==> src/rtl/ib_counter_ctrl.sv <==
// Prescaled up-counter with one-shot / periodic modes, stop abort and period counting.
// All outputs come straight from registers; the IDLE/RUN FSM is a two-process design.
module ib_counter_ctrl #(
  parameter int unsigned WIDTH = 16,
  parameter int unsigned PRE_W = 8
) (
  input  logic             i_clk,
  input  logic             i_nrst,
  input  logic             i_start,
  input  logic             i_stop,
  input  logic             i_mode,
  input  logic [WIDTH-1:0] i_limit,
  input  logic [PRE_W-1:0] i_prescale,
  output logic             o_busy,
  output logic [WIDTH-1:0] o_c,
  output logic             o_done,
  output logic [7:0]       o_periods
);

  typedef enum logic {StIdle, StRun} state_t;

  state_t             r_state, w_state_nxt;
  logic [WIDTH-1:0]   r_c, w_c_nxt;
  logic [WIDTH-1:0]   r_lim, w_lim_nxt;
  logic [PRE_W-1:0]   r_pre, w_pre_nxt;
  logic [PRE_W-1:0]   r_psc, w_psc_nxt;
  logic               r_mode, w_mode_nxt;
  logic               r_done, w_done_nxt;
  logic [7:0]         r_periods, w_periods_nxt;
  logic               w_tick;

  assign w_tick = (r_pre == r_psc);

  always_comb begin
    w_state_nxt   = r_state;
    w_c_nxt       = r_c;
    w_lim_nxt     = r_lim;
    w_pre_nxt     = r_pre;
    w_psc_nxt     = r_psc;
    w_mode_nxt    = r_mode;
    w_done_nxt    = 1'b0;
    w_periods_nxt = r_periods;
    unique case (r_state)
      StIdle: begin
        // Stop is ignored here, so start+stop still launches a run
        if (i_start) begin
          w_lim_nxt     = i_limit;
          w_psc_nxt     = i_prescale;
          w_mode_nxt    = i_mode;
          w_c_nxt       = '0;
          w_pre_nxt     = '0;
          w_periods_nxt = '0;
          w_state_nxt   = StRun;
        end
      end
      StRun: begin
        // Stop wins over a coincident terminal tick: counts freeze, no done pulse
        if (i_stop) begin
          w_state_nxt = StIdle;
        end else if (w_tick) begin
          w_pre_nxt = '0;
          if (r_c != r_lim) begin
            w_c_nxt = r_c + WIDTH'(1);
          end else begin
            w_done_nxt = 1'b1;
            if (r_mode) begin
              w_c_nxt       = '0;
              w_periods_nxt = r_periods + 8'd1;
            end else begin
              w_state_nxt = StIdle;
            end
          end
        end else begin
          w_pre_nxt = r_pre + PRE_W'(1);
        end
      end
      default: w_state_nxt = StIdle;
    endcase
  end

  always_ff @(posedge i_clk or negedge i_nrst) begin
    if (!i_nrst) begin
      r_state   <= StIdle;
      r_c       <= '0;
      r_lim     <= '0;
      r_pre     <= '0;
      r_psc     <= '0;
      r_mode    <= 1'b0;
      r_done    <= 1'b0;
      r_periods <= '0;
    end else begin
      r_state   <= w_state_nxt;
      r_c       <= w_c_nxt;
      r_lim     <= w_lim_nxt;
      r_pre     <= w_pre_nxt;
      r_psc     <= w_psc_nxt;
      r_mode    <= w_mode_nxt;
      r_done    <= w_done_nxt;
      r_periods <= w_periods_nxt;
    end
  end

  assign o_busy    = (r_state == StRun);
  assign o_c       = r_c;
  assign o_done    = r_done;
  assign o_periods = r_periods;

endmodule

==> config.mk <==
export PLATFORM = sky130hd
export DESIGN_NAME = ib_counter_ctrl
export DESIGN_NICKNAME = d
export VERILOG_FILES = /design/src/rtl/ib_counter_ctrl.sv
export SDC_FILE = /design/constraint.sdc
export NUM_CORES = 1
export LEC_CHECK = 0
export CORE_ASPECT_RATIO = 1.4
export CORE_MARGIN = 2
export CORE_UTILIZATION = 55
export DETAILED_ROUTE_END_ITERATION = 7
export PLACE_DENSITY = 0.94
export SYNTH_ARGS = -nofsm -noshare
export SYNTH_HDL_FRONTEND = slang
export SYNTH_SLANG_ARGS = --single-unit
==> constraint.sdc <==
create_clock -name i_clk -period 5.5 [get_ports i_clk]
set_clock_uncertainty 0.1 [all_clocks]
set_input_delay 1.1 -clock i_clk [delete_from_list [all_inputs] [get_ports i_clk]]
set_output_delay 1.1 -clock i_clk [all_outputs]
set_load 0.02 [all_outputs]
# After elaboration in Yosys (flattened, before gate mapping)
# Index checks and enable logic that the tools add are counted.
[word_totals]
register_bits = 59
latch_bits = 0
mem_bits_rw = 0
rom_bits = 0
in_bits = 29
out_inout_bits = 26
elab_cells = 49
mem_count = 0
[classes]
addsub = 3
multipliers = 0
div = 0
order_cmp = 0
n_eq_ne = 8
shift = 0
mux = 25
n_bitwise = 1
reduce_logical = 4
[ops]
columns = ["operator", "n"]
rows = [
  ["2-to-1 mux 16 bit", 5],
  ["2-to-1 mux 8 bit", 7],
  ["case mux 16 bit (2 select lines)", 1],
  ["case mux 8 bit (2 select lines)", 2],
  ["adder 16 x 1 -> 16 bit (second input constant)", 1],
  ["adder 8 x 1 -> 8 bit (second input constant)", 2],
  ["inequality test 16 bit", 1],
  ["2-to-1 mux 1 bit", 9],
  ["== test 8 bit", 1],
  ["inequality test 2 bit (second input constant)", 3],
  ["AND reduction 5 bit", 1],
  ["inequality test 2 x 1 -> 1 bit (second input constant)", 2],
  ["AND reduction 2 bit", 2],
  ["AND reduction 4 bit", 1],
  ["inequality test 3 x 1 -> 1 bit (second input constant)", 1],
  ["case mux 1 bit (2 select lines)", 1],
  ["inverter 1 bit", 1],
]

# Longest topological paths before layout
# Gate-level depths: netlist of run 1.
[depth]
word_depth = 6
mapped_depth = 8
mapped_depth_nobuf = 6

# Worst setup path before layout of run 1
# OpenSTA, ideal clock, no wires.
[synth_path]
path_kind = "input-to-reg"
startpoint = "in i_start"
endpoint = "reg r_periods[7], in the netlist o_periods[7]"
setup_ns = 0.087
arrival_ns = 2.339
required_time_ns = 5.313
slack_ns = 2.975
path_stages = 6
n_path_buf = 1
path_cell_list = "nand2b_1 > clkbuf_1 > a21oi_1 > nand3_1 > or4_1 > o211ai_1"
[synth_between]
elab_chain_cells = 2
[synth_lines]
columns = ["item", "line_no", "source"]
rows = [
  ["start: declaration", "9", "input logic i_start,"],
  ["inequality test 2 bit (no line)", "-", ""],
  ["AND reduction 5 bit (no line)", "-", ""],
  ["end signal: assignment", "99", "r_periods <= w_periods_nxt;"],
  ["end: declaration", "29", "logic [7:0] r_periods, w_periods_nxt;"],
]
# Every way passes these cells.
# A chain may end at the register's enable or synchronous reset.

# Worst setup path in the final report of run 1
[layout_path]
startpoint = "in i_start"
endpoint = "reg r_periods[2], in the netlist o_periods[2]"
# Same word-level chain as after synthesis.

==> impl_metrics.yaml, run 1 <==
logic_synthesis:
  synthesis.nets: 381
  syn-cell-area_um2: 3300
  postSynthAreaPerCell_um2: 9.46
  synth-main-ff-cell: "dfrtp_1"
  yosys.area.top_type: "dfrtp_1"
  synth_seq_cells: 59
  synth.distinct_cells: 49
  synthArstFlopShare_pct: 100
  synth_most_common_cell: "nand2_1"
  synthCells: 349
  synth_edf_count: 0
  ys_seq_area_share_pct: 44.7
  synth.top_cells.by_count: "nand2_1, dfrtp_1, xor2_1"
  synth_area_leaders: "dfrtp_1, nand2_1, xor2_1"
  synth-warning-count: 0
  synth_top_area_share_pct: 44.7
timing:
  setup_tns_ps: 0
  period_share_pct: 62.6
  worst_slew_pin_slew_ps: 934
  hold_viol: 0
  rsz0062_at_grt: "false"
  fin_crit_ps: 3440
  max_slew_margin_pct: 37.7
  drv_slew: 0
  final-setup-viol-count: 0
  fmax_mhz: 290
status:
  outcome: "finished, final reports clean"
grt:
  grt_max_degree: 60
  grt_pass1_vias: 2655
  grt_first_pass_wirelength_mm: 12.2
  antenna_found_initial: 0
  track_usage_pct: 23.5
  overflow: 0
power_and_ir_drop:
  power.density_nw_per_um2: 322
  leakage_nw: 1.86
  peakVddDrop_v: 0.000210
  p_total_mw: 1.28
cts:
  postCtsSetupBuffers: 0
  cts.repair.resized: 0
  numCtsBuffers: 9
  clk_pin_slew_worst_paths_ps: 60
  h-tree-depth: 3
  clock-sinks: 59
  ctsHoldBuffers: 0
  clk_latency_ps: 340
  cts_buffer_depth: 2
  cts_root_buffer: "clkbuf_8"
  cts_tree: "done"
critical_path:
  crit_type: "in -> reg"
  crit_path_max_fanout: 27
  required_ps: 5600
  worstPathArrival_ps: 3540
  start_kind: "input pin"
  critPathMaxStageDelay_ps: 530
  crit_chain: "clkdlybuf4s50_1, nand2b_1, a21oi_1, nand3_1, o21bai_1, o211ai_1"
  end_kind: "flop"
  slowest_stage: "o21bai_1"
cells_and_area:
  seq_area_um2: 1480
  layout.nets: 432
  fillers: 434
  syn2layout_area_growth_pct: 20.6
  n_antenna_cell: 0
  drive_gt1_share_pct: 6.73
  multi_input_area_um2: 1670
floorplan:
  die_h_um: 95.7
  core_area_um2: 5820
  die_w_um: 69.5
  start_util_pct: 56.7
  dieArea_um2: 6650
  row_count: 33
  io_pins: 55
hold_path:
  worst_hold_path_type: "reg -> reg"
route:
  first_pass_iters: 7
  vias: 2858
  ant_nets: 0
  wl_per_cell_um: 15.9
  dr.first_iter.drc_count: 368
  wl_mm: 7.49
  avgViaCountPerCell: 6.07
  drc: 0
placed_design:
  place_hpwl_mm: 5.19
  place_congestion: 0.862
  io_buffers: 54
job:
  maxCapViolations: 0
cell families (layout without fill, tap and decap cells):
kind of cell | Yosys count | after routing | synth area share (%)
xor gates and xnor gates | 31 | 31 | 8.23
buffers and inverters | 26 | 78 | 4.55
DFF | 59 | 59 | 44.7
AOI/OAI and AO/OA | 50 | 50 | 12.5
adders and majority gates | 3 | 3 | 1.14
and+or+nand+nor | 180 | 180 | 28.8
path summary, 6_finish.rpt:
| kind | from | end | slack, ps | depth (start not counted) |
|---|---|---|---|---|
| worst max-delay path | i_start | o_periods[2] | 2060 | 6 |
| worst min-delay path | r_lim[12] | r_lim[12] | 400 | 2 |
| worst max register to register | o_busy | o_periods[2] | 2560 | 5 |
| worst min register to register | r_lim[12] | r_lim[12] | 400 | 2 |
| max in group asynchronous | i_nrst | o_c[13] | 4000 | 2 |
| min in group asynchronous | i_nrst | r_pre[4] | 810 | 2 |
critical path, delay by kind of cell:
| family | cells | cell delay [ps] |
|---|---|---|
| compound gates | 3 | 1110 |
| buf+inv | 1 | 500 |
| simple gates | 2 | 830 |
per-layer routing:
metal	global-route usage, %	vias to the layer above	share of wire, %	wire [um]
li1	-	1333	-	-
met1	28.1	1344	40	3030
met2	39.3	146	50	3720
met3	5.92	35	6.4	478
met4	12.3	0	3.4	258
met5	0	-	0	0
flip-flops by register name, indices dropped and copies added (netlist names):
| name | cells |
|---|---|
| o_busy | 1 |
| o_c | 16 |
| o_done | 1 |
| o_periods | 8 |
| r_lim | 16 |
| r_mode | 1 |
| r_pre | 8 |
| r_psc | 8 |
report_power, final:
group / internal (mW) / switching (mW)
Sequential: 0.502 / 0.0841
Clock: 0.178 / 0.153
Combinational: 0.153 / 0.209
Total: 0.834 / 0.447
cells in the final DEF, fill, tap and decap left out, drive strengths merged, types with 5 or more instances in the layout:
cell type,instances
inv,9
o31ai,5
xor2,28
o211ai,10
nand3,16
nor3,7
o21ai,5
nor4,8
nand2,91
or4,6
nor2,20
a21oi,5
a221o,11
clkbuf,12
and3,9
clkdlybuf4s50,53
nand4,7
dfrtp,59
stage by stage:
step	cell area, um2	cells	hold WS, ps	setup WS [ps]	utilization [%]
6_report	3980	471	402	2060	68.4
5_1_grt	3980	471	424	1840	68.4
4_1_cts	3980	471	406	2130	68.4
3_5_place_dp	3830	459	392	1750	65.7
3_3_place_gp	3830	459	380	1920	65.7
2_1_floorplan	3300	349	365	2970	-
cell type report:
type	count	share of cell area, %
clock buffers	12	3.90
inverters	10	0.943
multi-input cells	264	42.0
flip-flops and latches	59	37.1
well taps	70	2.20
repair buffers	56	13.8
No activity file was read; power rests on OpenSTA's default activity.
==> run 2: changes to the inputs <==
--- a/config.mk
+++ b/config.mk
@@ -7,9 +7,9 @@
 export LEC_CHECK = 0
 export CORE_ASPECT_RATIO = 1.4
 export CORE_MARGIN = 2
-export CORE_UTILIZATION = 55
+export CORE_UTILIZATION = 48
 export DETAILED_ROUTE_END_ITERATION = 7
-export PLACE_DENSITY = 0.94
+export PLACE_DENSITY = 0.88
 export SYNTH_ARGS = -nofsm -noshare
 export SYNTH_HDL_FRONTEND = slang
 export SYNTH_SLANG_ARGS = --single-unit
==> constraint.sdc (replaced) <==
create_clock -name i_clk -period 2.8 [get_ports i_clk]
set_clock_uncertainty 0.1 [all_clocks]
set_input_delay 0.56 -clock i_clk [delete_from_list [all_inputs] [get_ports i_clk]]
set_output_delay 0.56 -clock i_clk [all_outputs]
set_load 0.02 [all_outputs]
==> run 2 against run 1 <==
Compared with the run above: clock-buffer cell count rose by 1; hold slack worse by 230 ps; utilization fell by 7.0 points; largest cell class unchanged; combinational power grew 100%; worst setup slack got worse by 1800 ps; sequential cell count unchanged; clock power increased by 93%; global-route usage shrank 2.2 points; sequential power up 94%; critical path depth shrank 1.
==> impl_metrics.yaml, run 2 (same netlist as run 1, synthesis figures left out) <==
status:
  outcome: "finished, final reports clean"
timing:
  rsz0062_at_grt: "false"
  period_share_pct: 89.5
  drv_slew: 0
  final-setup-viol-count: 0
  setup_tns_ps: 0
  max_slew_margin_pct: 41.0
  fmax_mhz: 399
  fin_crit_ps: 2510
  hold_viol: 0
  worst_slew_pin_slew_ps: 874
cts:
  postCtsSetupBuffers: 0
  cts_root_buffer: "clkbuf_8"
  h-tree-depth: 3
  numCtsBuffers: 9
  cts_tree: "done"
  ctsHoldBuffers: 0
  clk_pin_slew_worst_paths_ps: 70
  cts_buffer_depth: 2
  clock-sinks: 59
  cts.repair.resized: 0
  clk_latency_ps: 340
critical_path:
  start_kind: "flop"
  critPathMaxStageDelay_ps: 630
  crit_type: "reg -> reg"
  crit_path_max_fanout: 24
  path_buf_inv: 0
  r2r_end: "o_periods[0]"
  end_kind: "flop"
  regToRegSetupSlack_ps: 290
  r2r_start: "o_c[12]"
  required_ps: 2940
  worstPathArrival_ps: 2650
  crit_chain: "xor2_1, nor4_4, nand4_4, or4_4, o311ai_2"
  ff2ff_path_depth: 5
  cp_top_family: "simple AND/OR/NAND/NOR gates"
  slowest_stage: "or4_4"
power_and_ir_drop:
  p_total_mw: 2.52
  peakVddDrop_v: 0.000339
  power.density_nw_per_um2: 621
  leakage_nw: 1.89
hold_path:
  worst_hold_path_type: "in -> async"
cells_and_area:
  layout.nets: 438
  fillers: 563
  stdcell_area_um2: 4060
  final_common_cell: "nand2_1"
  n_antenna_cell: 0
  syn2layout_area_growth_pct: 23.0
  drive_gt1_share_pct: 7.84
  final_cell_mix: "nand2_1, dfrtp_1, clkdlybuf4s50_1"
  fin_cells: 500
placed_design:
  place_hpwl_mm: 5.34
  io_buffers: 54
  dp.cells: 487
  post_dp_cell_area_um2: 3910
  place_congestion: 0.878
route:
  wl_per_cell_um: 14.7
  avgViaCountPerCell: 5.62
  first_pass_iters: 4
  drc: 0
  dr.first_iter.drc_count: 339
  vias: 2808
  ant_nets: 0
  wl_mm: 7.37
floorplan:
  io_pins: 55
  die_w_um: 74.1
  core_area_um2: 6610
  row_count: 35
  die_h_um: 102
  dieArea_um2: 7570
  start_util_pct: 49.9
grt:
  antenna_found_initial: 0
  grt_first_pass_wirelength_mm: 12.3
  grt_pass1_vias: 2655
  grt_max_degree: 32
  track_usage_pct: 21.3
  overflow: 0
job:
  maxCapViolations: 0
[run 2: layer usage]
metal  global-route usage [%]  vias up  wire length, um
met5                        0        -                0
met4                     9.93        0              151
met3                     4.24       13              312
met2                     34.8       84             3820
met1                     27.0     1368             3090
li1                         -     1343                -
[run 2: through the flow]
step | utilization (%) | hold WS (ps) | setup WS [ps]
floorplan | - | 164 | 619
global placement | 59.1 | 380 | 282
detailed placement | 59.1 | 386 | 190
CTS | 61.4 | 195 | 328
global route | 61.4 | 234 | 178
finish | 61.4 | 171 | 294
[run 2: area by class of cell]
class / instances / area (um2) / share of cell area, %
multi-input cells: 264 / 1670 / 41.2
repair buffers: 62 / 608 / 15.0
flip-flops and latches: 59 / 1480 / 36.4
inverters: 10 / 37.5 / 0.925
clock buffers: 13 / 149 / 3.67
well taps: 92 / 115 / 2.84
[run 2: worst max-delay path by stage]
stage                     cells past startpoint      endpoint  startpoint  slack [ps]
after floorplan                               6  o_periods[0]      o_c[3]         620
after global placement                        6  o_periods[7]      i_stop         280
after detailed placement                      6  o_periods[5]      i_stop         190
after CTS                                     5  o_periods[0]     o_c[12]         330
after global routing                          5  o_periods[0]     o_c[12]         180
final                                         5  o_periods[0]     o_c[12]         290
[run 2: power by group]
| part | total (mW) | switching [mW] | internal, mW |
|---|---|---|---|
| sequential | 1.14 | 0.154 | 0.987 |
| clock | 0.638 | 0.307 | 0.331 |
| combinational | 0.742 | 0.419 | 0.323 |
| total | 2.52 | 0.880 | 1.64 |
